**src/rtl/terminal_grid_writer.sv**
```systemverilog
// terminal_grid_writer: turns a stream of ASCII bytes into writes on the
// terminal-grid BRAM port and keeps the text cursor. Printable bytes are
// stored at the cursor. Newline (10) and a write in the last column advance
// the row and blank the new row. Backspace (8) erases the previous cell.
// Form feed (12) blanks the whole screen.
// Optional build macro TERMINAL_GRID_WRITER_CURSOR_EN: after each command,
// one extra cycle draws '|' (124) at the new cursor position.
//
// Handshake: a byte is taken on a rising edge where char_valid_in and
// char_ready_out are both high. char_ready_out is low from the accepting
// edge until the command's last write cycle has finished. A source that sees
// ready low must hold char_in and char_valid_in stable.
module terminal_grid_writer #(
  parameter int SCREEN_WIDTH  = 76,
  parameter int SCREEN_HEIGHT = 44,
  parameter int ADDR_W        = $clog2(SCREEN_WIDTH*SCREEN_HEIGHT)
) (
  input  logic                             pixel_clk_in,
  input  logic                             rst_n_in,
  input  logic [7:0]                       char_in,
  input  logic                             char_valid_in,
  output logic                             char_ready_out,
  output logic                             tg_write_en,
  output logic [ADDR_W-1:0]                tg_addr,
  output logic [7:0]                       tg_input,
  output logic [$clog2(SCREEN_WIDTH)-1:0]  cursor_col_out,
  output logic [$clog2(SCREEN_HEIGHT)-1:0] cursor_row_out,
  output logic                             busy_out
);

  localparam int COL_W = $clog2(SCREEN_WIDTH);
  localparam int ROW_W = $clog2(SCREEN_HEIGHT);
  localparam logic [ADDR_W-1:0] LINE_N = ADDR_W'(SCREEN_WIDTH);
  localparam logic [ADDR_W-1:0] ALL_N  = ADDR_W'(SCREEN_WIDTH*SCREEN_HEIGHT);
  localparam logic [COL_W-1:0]  LAST_COL = COL_W'(SCREEN_WIDTH-1);
  localparam logic [ROW_W-1:0]  LAST_ROW = ROW_W'(SCREEN_HEIGHT-1);
  localparam logic [7:0] CH_BS    = 8'd8;
  localparam logic [7:0] CH_NL    = 8'd10;
  localparam logic [7:0] CH_FF    = 8'd12;
  localparam logic [7:0] CH_SPACE = 8'd32;
  localparam logic [7:0] CH_BAR   = 8'd124;

`ifdef TERMINAL_GRID_WRITER_CURSOR_EN
  localparam bit CURSOR_EN = 1'b1;
`else
  localparam bit CURSOR_EN = 1'b0;
`endif

  typedef enum logic [1:0] {IDLE, CLR_LINE, CLR_ALL} state_e;

  state_e              state_q, state_d;
  logic                we_q, we_d;
  logic [ADDR_W-1:0]   addr_q, addr_d;
  logic [7:0]          data_q, data_d;
  logic                ready_q, ready_d;
  logic                busy_q, busy_d;
  logic [COL_W-1:0]    col_q, col_d;
  logic [ROW_W-1:0]    row_q, row_d;
  logic [ADDR_W-1:0]   cnt_q, cnt_d;   // next cell index of a clear sweep
  logic                cur_q, cur_d;   // cursor glyph already drawn for the last command

  logic                accept;
  logic                is_bs, is_nl, is_ff;
  logic                last_col;
  logic [ROW_W-1:0]    next_row;

  function automatic logic [ADDR_W-1:0] addr_of(input logic [ROW_W-1:0] r,
                                                input logic [COL_W-1:0] c);
    addr_of = ADDR_W'(r) * ADDR_W'(SCREEN_WIDTH) + ADDR_W'(c);
  endfunction

  assign accept   = (state_q == IDLE) && ready_q && char_valid_in;
  assign is_bs    = (char_in == CH_BS);
  assign is_nl    = (char_in == CH_NL);
  assign is_ff    = (char_in == CH_FF);
  assign last_col = (col_q == LAST_COL);
  assign next_row = (row_q == LAST_ROW) ? '0 : row_q + 1'b1;

  // State and all output registers; reset drops everything at once.
  always_ff @(posedge pixel_clk_in or negedge rst_n_in) begin
    if (!rst_n_in) begin
      state_q <= IDLE;
      we_q    <= 1'b0;
      addr_q  <= '0;
      data_q  <= '0;
      ready_q <= 1'b0;
      busy_q  <= 1'b0;
      col_q   <= '0;
      row_q   <= '0;
      cnt_q   <= '0;
      cur_q   <= 1'b1;
    end else begin
      state_q <= state_d;
      we_q    <= we_d;
      addr_q  <= addr_d;
      data_q  <= data_d;
      ready_q <= ready_d;
      busy_q  <= busy_d;
      col_q   <= col_d;
      row_q   <= row_d;
      cnt_q   <= cnt_d;
      cur_q   <= cur_d;
    end
  end

  // Next state: clears are entered on accept and left once the sweep is done.
  always_comb begin
    state_d = state_q;
    case (state_q)
      IDLE: begin
        if (accept) begin
          if (is_ff)                              state_d = CLR_ALL;
          else if (is_nl || (!is_bs && last_col)) state_d = CLR_LINE;
        end
      end
      CLR_LINE: if (cnt_q == LINE_N) state_d = IDLE;
      CLR_ALL:  if (cnt_q == ALL_N)  state_d = IDLE;
      default:  state_d = IDLE;
    endcase
  end

  // Output/datapath next values: one grid write per cycle at most.
  always_comb begin
    we_d    = 1'b0;
    addr_d  = addr_q;
    data_d  = data_q;
    ready_d = ready_q;
    busy_d  = busy_q;
    col_d   = col_q;
    row_d   = row_q;
    cnt_d   = cnt_q;
    cur_d   = cur_q;
    case (state_q)
      IDLE: begin
        if (accept) begin
          ready_d = 1'b0;
          cur_d   = 1'b0;
          if (is_ff) begin
            // Cell 0 goes out now; the sweep continues from cell 1.
            we_d   = 1'b1;
            addr_d = '0;
            data_d = CH_SPACE;
            cnt_d  = ADDR_W'(1);
            col_d  = '0;
            row_d  = '0;
            busy_d = 1'b1;
          end else if (is_nl) begin
            we_d   = 1'b1;
            addr_d = addr_of(next_row, '0);
            data_d = CH_SPACE;
            cnt_d  = ADDR_W'(1);
            col_d  = '0;
            row_d  = next_row;
            busy_d = 1'b1;
          end else if (is_bs) begin
            if (col_q != '0) begin
              we_d   = 1'b1;
              col_d  = col_q - 1'b1;
              addr_d = addr_of(row_q, col_q - 1'b1);
              data_d = CH_SPACE;
            end else if (row_q != '0) begin
              we_d   = 1'b1;
              col_d  = LAST_COL;
              row_d  = row_q - 1'b1;
              addr_d = addr_of(row_q - 1'b1, LAST_COL);
              data_d = CH_SPACE;
            end
          end else begin
            we_d   = 1'b1;
            addr_d = addr_of(row_q, col_q);
            data_d = char_in;
            if (last_col) begin
              // The blanking of the new row starts on the following cycle.
              col_d  = '0;
              row_d  = next_row;
              cnt_d  = '0;
              busy_d = 1'b1;
            end else begin
              col_d = col_q + 1'b1;
            end
          end
        end else if (!ready_q) begin
          if (CURSOR_EN && !cur_q) begin
            we_d   = 1'b1;
            addr_d = addr_of(row_q, col_q);
            data_d = CH_BAR;
            cur_d  = 1'b1;
          end else begin
            ready_d = 1'b1;
            busy_d  = 1'b0;
          end
        end
      end
      CLR_LINE, CLR_ALL: begin
        if ((state_q == CLR_LINE && cnt_q == LINE_N) ||
            (state_q == CLR_ALL  && cnt_q == ALL_N)) begin
          busy_d = 1'b0;
          if (CURSOR_EN) begin
            we_d   = 1'b1;
            addr_d = addr_of(row_q, col_q);
            data_d = CH_BAR;
            cur_d  = 1'b1;
          end else begin
            ready_d = 1'b1;
          end
        end else begin
          we_d   = 1'b1;
          addr_d = (state_q == CLR_LINE) ? addr_of(row_q, cnt_q[COL_W-1:0]) : cnt_q;
          data_d = CH_SPACE;
          cnt_d  = cnt_q + 1'b1;
        end
      end
      default: ;
    endcase
  end

  assign char_ready_out = ready_q;
  assign tg_write_en    = we_q;
  assign tg_addr        = addr_q;
  assign tg_input       = data_q;
  assign cursor_col_out = col_q;
  assign cursor_row_out = row_q;
  assign busy_out       = busy_q;

endmodule

```
**config.mk**
```make
export PLATFORM = sky130hd
export DESIGN_NAME = terminal_grid_writer
export DESIGN_NICKNAME = d
export VERILOG_FILES = /design/src/rtl/terminal_grid_writer.sv
export SDC_FILE = /design/constraint.sdc
export NUM_CORES = 1
export LEC_CHECK = 0
export CAP_MARGIN = 20
export CORE_MARGIN = 2
export CORE_UTILIZATION = 55
export DETAILED_ROUTE_END_ITERATION = 10
export MAX_ROUTING_LAYER = met4
export PLACE_DENSITY = 0.83
export SETUP_SLACK_MARGIN = 0.5
export SLEW_MARGIN = 20
export SYNTH_ARGS = -nofsm -noshare
export SYNTH_HDL_FRONTEND = slang
export SYNTH_SLANG_ARGS = --single-unit
export TNS_END_PERCENT = 100
```
**constraint.sdc**
```tcl
create_clock -name pixel_clk_in -period 4.6 [get_ports pixel_clk_in]
set_input_delay 0.92 -clock pixel_clk_in [delete_from_list [all_inputs] [get_ports pixel_clk_in]]
set_output_delay 0.92 -clock pixel_clk_in [all_outputs]
set_load 0.01 [all_outputs]
```
-- Yosys cells after proc, flatten, opt, wreduce, memory -nomap -nowiden
Cells that the tools add are included.
- flip-flop bits (word level): 50
- input port bits: 11
- output and inout port bits: 36
- word-level logic and storage cells: 128
- $add $sub $neg: 9
- multipliers: 3
- equal/unequal tests: 24
- mux-type cells: 62
- reduce and logical (&&, ||, !) cells: 21
- operators by type and width (operator ; number):
    $mux 12 ; 14
    $mux 8 ; 7
    $pmux 12 s2 ; 2
    $mux 6 ; 7
    $mux 7 ; 6
    $add 12x7->12 ; 3
    $mul 6x5->10 const B ; 3
    $eq 8x4->1 const B ; 3
    $mux 1 ; 16
    $pmux 8 s2 ; 1
    $reduce_and 5->1 ; 3
    $add 12x1->12 const B ; 1
    $add 12x7->12 const B ; 1
    $eq 12x12->1 const B ; 1
    $eq 12x7->1 const B ; 1
    $ne 4x4->1 const B ; 3
    $mux 2 ; 5
    $ne 2x2->1 const B ; 5
    $ne 5x5->1 const B ; 2
    $reduce_and 4->1 ; 2
    $add 7x1->7 const B ; 1
    $eq 7x7->1 const B ; 1
    $reduce_bool 7->1 ; 1
    $sub 7x1->7 const B ; 1
    other kinds (22) ; 29

-- Logic depth before layout (Yosys ltp)
- depth after elaboration: 10
- gate-level depth with buffers: 18

-- Least setup slack after synthesis
Ideal clock, no wire load.
- path kind: flip-flop to flip-flop
- start point: register row_q[0] (netlist: cursor_row_out[0])
- end point: register addr_q[11] (netlist: tg_addr[11])
- setup time: 0.132 ns
- data arrival time: 3.714 ns
- data required time: 4.468 ns
- setup slack: 0.754 ns
- stages on the path, launching flop included: 17
- path buffers: 1
- cells stage by stage: dfrtp_1 > buf_2 > inv_2 > ha_1 > inv_1 > ha_1 > ha_1 > xnor2_1 > ha_1 > a21oi_1 > o21bai_1 > a21oi_1 > xnor2_1 > nand3_1 > xnor2_1 > a2111oi_2 > o22ai_1
- word-level cells in the longest chain between the ends: 10
- elaborated cells on any way between the ends: 23
- RTL lines (item ; RTL line ; text):
    start: declaration ; 58 ; logic [ROW_W-1:0] row_q, row_d;
    start signal: assignment ; 100 ; row_q <= row_d;
    $sub 6x1->6 ; 165 ; addr_d = addr_of(row_q - 1'b1, LAST_COL);
    $mul 6x5->10 ; 69 ; addr_of = ADDR_W'(r) * ADDR_W'(SCREEN_WIDTH) + ADDR_W'(c);
    $add 12x7->12 ; 69 ;
    $mux 12 ; 161 ; end else if (row_q != '0) begin
    $mux 12 ; 156 ; if (col_q != '0) begin
    $mux 12 ; 155 ; end else if (is_bs) begin
    $mux 12 ; 147 ; end else if (is_nl) begin
    $mux 12 ; 138 ; if (is_ff) begin
    $mux 12 ; 135 ; if (accept) begin
    $pmux 12 s2 ; 133 ; case (state_q)
    end signal: assignment ; 95 ; addr_q <= addr_d;
    end: declaration ; 53 ; logic [ADDR_W-1:0] addr_q, addr_d;
Parallel ways exist; a longest one is shown, timed or not. The select of a mux whose other input is x is not followed.
A chain may end at the register's enable or synchronous reset.

-- Final worst setup path
- start point: register row_q[2] (netlist: cursor_row_out[2])
- end point: register addr_q[11] (netlist: tg_addr[11])
Same word-level chain as after synthesis.

==> flow_summary.json <==
{
  "arrival_ns": 4.13,
  "rrSetupSlack_ns": 0.68,
  "fin_tns_setup_ns": 0,
  "post_drt_via_cell_ratio": 6.19,
  "path_clk_slew_ns": 0.12,
  "drt-total-wl_mm": 15.9,
  "synth_top_flop_cell": "dfrtp_1",
  "min_period_ns": 3.92,
  "place_hpwl_mm": 12.1,
  "ant_nets": 0,
  "final_cells": 861,
  "hold_depth": 2,
  "post-route-period-util_pct": 85.3,
  "fp.dieH_um": 105,
  "critPathCaptureType": "register",
  "worst_pin_slew_ns": 0.758,
  "core-area_um2": 9860,
  "nNetsFinal": 823,
  "netlist_top_cells_count": "ha_1 (77), nor2_1 (64), nand2_1 (62)",
  "synthTopCellsByArea": "dfrtp_1 (22%), ha_1 (17%), xnor2_1 (6.4%)",
  "h-tree-depth": 2,
  "grt_pass1_wl_mm": 26.1,
  "cts_tree": "yes",
  "io_buffers": 46,
  "antenna_found_initial": 0,
  "max_freq_ghz": 0.255,
  "die_x_um": 105,
  "critPathKind": "register to register",
  "rsz0062_at_grt": "false",
  "r2r_end": "tg_addr[11]",
  "r2r_cells": 17,
  "dp.cells": 848,
  "min_from": "tg_input[4]",
  "drtPass1Iterations": 9,
  "initial_core_util_pct": 57.1,
  "num_vias": 5333,
  "slew_headroom_pct": 49.3,
  "drive_gt1_share_pct": 8.52,
  "drt_iter0_drc": 390,
  "grt_max_degree": 51,
  "syn_area_um2": 5630,
  "yosys.area.top_type_share_pct": 22.2,
  "setup_viol": 0,
  "yosysWarnings": 0,
  "cap_viol_max_count": 0,
  "gp_congestion": 1.01,
  "hold_violations": 0,
  "placed_cell_area_um2": 6180,
  "critPathMaxFanout": 7,
  "timing.hold.worst.class": "register to register",
  "num_rows": 36,
  "grt-ovfl-total": 0,
  "required_ns": 4.81,
  "reg2reg_from": "cursor_row_out[2]",
  "leakage_nw": 2.89,
  "synth_area_leader_cell": "dfrtp_1",
  "cts_sinks": 50,
  "syn_nets": 787,
  "timing.clock.skew_ns": 0.0121,
  "drc": 0,
  "ios": 47,
  "design_area_um2": 6390,
  "synth-edff-count": 0,
  "yosysUniqueCellTypes": 73,
  "p_per_area_nw_per_um2": 536,
  "status": "finished clean",
  "routedWlPerCell_um": 18.5,
  "ys_seq_area_share_pct": 22.2,
  "syn_inst": 691,
  "dieArea_um2": 11100,
  "cp-start-kind": "register",
  "holdWs_ns": 0.478,
  "fillers": 828,
  "grtUsageTotal_pct": 29.8,
  "clock_latency_ns": 0.32,
  "peakVddDrop_mv": 0.619,
  "grt_pass1_vias": 5191,
  "clk_path_buf_depth": 2,
  "synth_most_common_cell": "ha_1",
  "crit_start": "cursor_row_out[2]",
  "cts_root_buffer": "clkbuf_8",
  "syn_to_final_growth_pct": 13.5,
  "hold_end": "tg_input[4]",
  "slew_viol_final": 0,
  "numCtsBuffers": 5,
  "ys_seq_elements": 50,
  "async_flop_share_pct": 100,
  "syn_avg_cell_area_um2": 8.15,
  "diodes": 0
}
how the worst max path moves through the flow:
| stage | to | slack (ns) |
|---|---|---|
| detailed placement | tg_addr[11] | 0.49 |
| floorplan | tg_addr[11] | 0.75 |
| global route | tg_addr[10] | 0.46 |
| CTS | tg_addr[11] | 0.52 |
| global placement | tg_addr[11] | 0.65 |
| finish | tg_addr[11] | 0.68 |
registers in the layout, indices dropped and copies added (netlist names):
signal / cells
tg_input: 8
cursor_col_out: 7
tg_addr: 12
busy_out: 1
cnt_q: 12
cursor_row_out: 6
state_q: 2
tg_write_en: 1
char_ready_out: 1
cell families (layout without fill, tap and decap cells):
family	Yosys count	in the layout	synth area share [%]
DFF	50	50	22.2
AOI/OAI and AO/OA	197	197	22.1
xor gates and xnor gates	60	60	9.73
adders and majority gates	85	85	19.9
and+or+nand+nor	221	221	19.4
buffers and inverters	70	107	5.22
muxes	8	8	1.47
layout make-up:
class	instances	area, µm²	area share [%]
multi-input combinational	571	4160	65.0
clock buffer	5	68.8	1.08
sequential	50	1260	19.7
timing repair buffer	62	576	9.01
tap	133	166	2.60
clock inverter	3	28.8	0.450
inverter	37	139	2.17
what timing repair did:
action / in CTS / in global routing
setup endpoints to repair: 1 / 3
resized for setup: 1 / 18
setup buffers: 0 / 5
pin swaps: 0 / 1
hold buffers: 0 / 0
through the flow:
step	power [mW]	setup WS, ns	util, %
final	3.43	0.676	64.8
after global routing	3.71	0.457	64.8
after CTS	3.31	0.517	63.7
after detailed placement	3.00	0.485	62.7
after global placement	2.92	0.649	62.7
after floorplan	2.34	0.754	-
power breakdown:
part	leakage (nW)	internal [mW]	switching [mW]	total, mW
clock network	0.0502	0.113	0.182	0.295
registers	0.648	0.567	0.132	0.699
logic	2.19	1.04	1.40	2.43
routing by layer:
metal	GRT usage, %	vias to the layer above	share of wire [%]
met3	3.62	57	7.1
met4	11.9	0	3.8
met2	47.5	250	47
met5	-	-	0
met1	38.6	2491	42
li1	-	2535	-
critical path, stage by stage (launching register included):
cell	delay, ns
dfrtp_2	0.47
inv_1	0.15
ha_1	0.20
nand2_1	0.09
xnor2_2	0.23
ha_1	0.27
ha_1	0.33
xnor2_1	0.14
ha_1	0.37
o21ai_0	0.12
o21bai_1	0.11
a21oi_2	0.23
o21bai_1	0.09
a21oi_1	0.21
xnor2_1	0.17
xnor2_1	0.11
a2111oi_2	0.36
o22ai_1	0.15
layout by cell type (no fill, tap or decap), types with 6 or more instances in the layout:
cell type,count
ha_1,75
nand2_1,62
nor2_1,62
o21ai_0,52
dfrtp_1,46
clkdlybuf4s50_1,45
a21oi_1,44
xnor2_1,38
inv_1,34
nand3_1,24
buf_4,16
xor2_1,15
a21o_1,13
a211oi_1,11
o21ai_1,11
nor2b_1,10
and3_1,10
o31ai_1,10
a31oi_1,10
nor3_1,9
fa_1,8
o21bai_1,7
nand4_1,6
nand2b_1,6
mux2i_1,6
Power figures use the tool's default switching activity.
==> patch: new RTL, config.mk and constraints unchanged <==
The 3 states of `state_e` get a one-hot encoding in 3 bits.
--- a/src/rtl/terminal_grid_writer.sv
+++ b/src/rtl/terminal_grid_writer.sv
@@ -46,7 +46,7 @@
   localparam bit CURSOR_EN = 1'b0;
 `endif
 
-  typedef enum logic [1:0] {IDLE, CLR_LINE, CLR_ALL} state_e;
+  typedef enum logic [2:0] {IDLE = 3'b001, CLR_LINE = 3'b010, CLR_ALL = 3'b100} state_e;
 
   state_e              state_q, state_d;
   logic                we_q, we_d;
Function: same outputs for any inputs over 10 cycles, from zero or initial values and one cycle with rst_n_in low; not proved beyond that.
==> patch against the unedited design <==
  * Routed wire length decreased by 0.47%
  * Sequential cell count up 1
  * Power shrank 27%
  * Setup slack got worse by 13 ps
  * Cell area is 1.9% lower
  * Clock skew is essentially flat
  * Synthesized area fell by 1.4%
  * Synthesized cell count fell by 4.8%
  * Clock power hardly changed
  * Critical path type unchanged
  * Critical endpoint unchanged
  * Largest cell class unchanged
  * Highest routed layer unchanged
==> patch: results (changes against the unedited design) <==
[run_status]
outcome = completed

[drt]
wl_met1_um = 6410  ; -4.5%
dr_wl_met2_um = 7750  ; +3.4%
dr_wl_met3_um = 1040  ; -7.7%
wirelength_um = 15900  ; -0.47%
first_iter_violations = 300  ; -23%
routed_via_density = 6.30  ; +1.8%
first_pass_iters = 5  ; -4

[worst_setup_path]
arrival_ps = 4120  ; about the same
max_stage_delay_ps = 510  ; +40 ps
crit_path_max_fanout = 10  ; +3

[final_layout]
synthToLayoutAreaGrowth_pct = 12.9
layout-drive-gt1-share_pct = 7.03  ; -1.5 points
final_nets = 787  ; -4.4%

[logic_synthesis]
synth.area.mux_share_pct = 0.721  ; -0.74 points
synth_common_cells = 72 x ha_1, 68 x nor2_1, 50 x dfrtp_1, 50 x nand2_1, 42 x xnor2_1
synth_compound_area_share_pct = 21.7  ; -0.38 points
syn_nets = 749  ; -4.8%
yosys.area_share.xor_xnor_pct = 10.5  ; +0.82 points
synth-seq-area-share_pct = 23.0  ; +0.79 points
synth_fa_ha_area_share_pct = 19.1  ; -0.84 points

[power]
pwr-share-comb_pct = 62.6  ; -8.4 points
power_leakage_nw = 2.83  ; -1.9%
clockPowerShare_pct = 11.9  ; +3.3 points
power_switching_mw = 1.15  ; -33%
vdd_drop_max_mv = 0.460  ; -26%

[placed_design]
dp_hpwl_um = 12400  ; +2.0%
finalWeightedCongestion = 0.978  ; -3.3%
place_ws_ps = 548  ; +62.5 ps

[sta]
skew_ps = 12.0  ; -0.137 ps
fmaxAchievable_mhz = 254  ; -0.32%
relSlewSlack_pct = 41.5  ; -7.7 points

[clocking]
numCtsBuffers = 5  ; unchanged

[global_routing]
grt_max_degree = 52  ; +2.0%
grt_usage_pct = 30.3  ; +0.46 points
met3_usage_pct = 4.01  ; +0.39 points
grt_pass1_wl_um = 26000  ; -0.53%
met1_usage_pct = 36.5  ; -2.1 points

## patch: per-stage QoR
step	cell area, µm²	std cells	total power [mW]	hold WS (ps)	utilization, %
after floorplan	5550	658	1.69	504	-
after global placement	6110	820	2.09	452	62.5
after detailed placement	6110	820	2.13	456	62.5
after CTS	6210	828	2.43	480	63.5
after global routing	6270	830	2.67	515	64.1
final	6270	830	2.49	474	64.1
## patch: final cells by class
class	instances	share of cell area [%]
clock buffer	5	1.10
clock inverter	3	0.459
inverter	35	2.10
multi-input combinational	547	64.8
sequential	51	20.4
tap	133	2.65
timing repair buffer	56	8.46
## patch: kinds of logic after synthesis
family,count (synthesis)
simple gates,220
compound gates,177
fa+ha+maj,80
xor+xnor,66
buf+inv,60
flops,51
mux,4
## patch: worst paths after layout
path / start / end / depth (start not counted)
setup / recovery: cursor_row_out[2]$_DFFE_PN0P_ / tg_addr[11]$_DFFE_PN0P_ / 15
hold / removal: tg_input[0]$_DFFE_PN0P_ / tg_input[0]$_DFFE_PN0P_ / 2
setup reg to reg: cursor_row_out[2]$_DFFE_PN0P_ / tg_addr[11]$_DFFE_PN0P_ / 15
hold reg to reg: tg_input[0]$_DFFE_PN0P_ / tg_input[0]$_DFFE_PN0P_ / 2
max in group asynchronous: rst_n_in / cursor_row_out[4]$_DFFE_PN0P_ / 2
min in group asynchronous: rst_n_in / tg_input[3]$_DFFE_PN0P_ / 2
## patch: repair_timing
action	CTS	global route
gates resized for setup	0	11
setup buffers	0	2
hold endpoints to repair	0	0
setup endpoints to repair	0	5
## patch: worst max-delay path, delay by kind of cell, from the launching register on
family          cells  cell delay (ps)
compound gates      4              870
buf+inv             1              140
fa+ha+maj           4             1080
simple gates        4              780
flops               1              510
xor+xnor            2              420
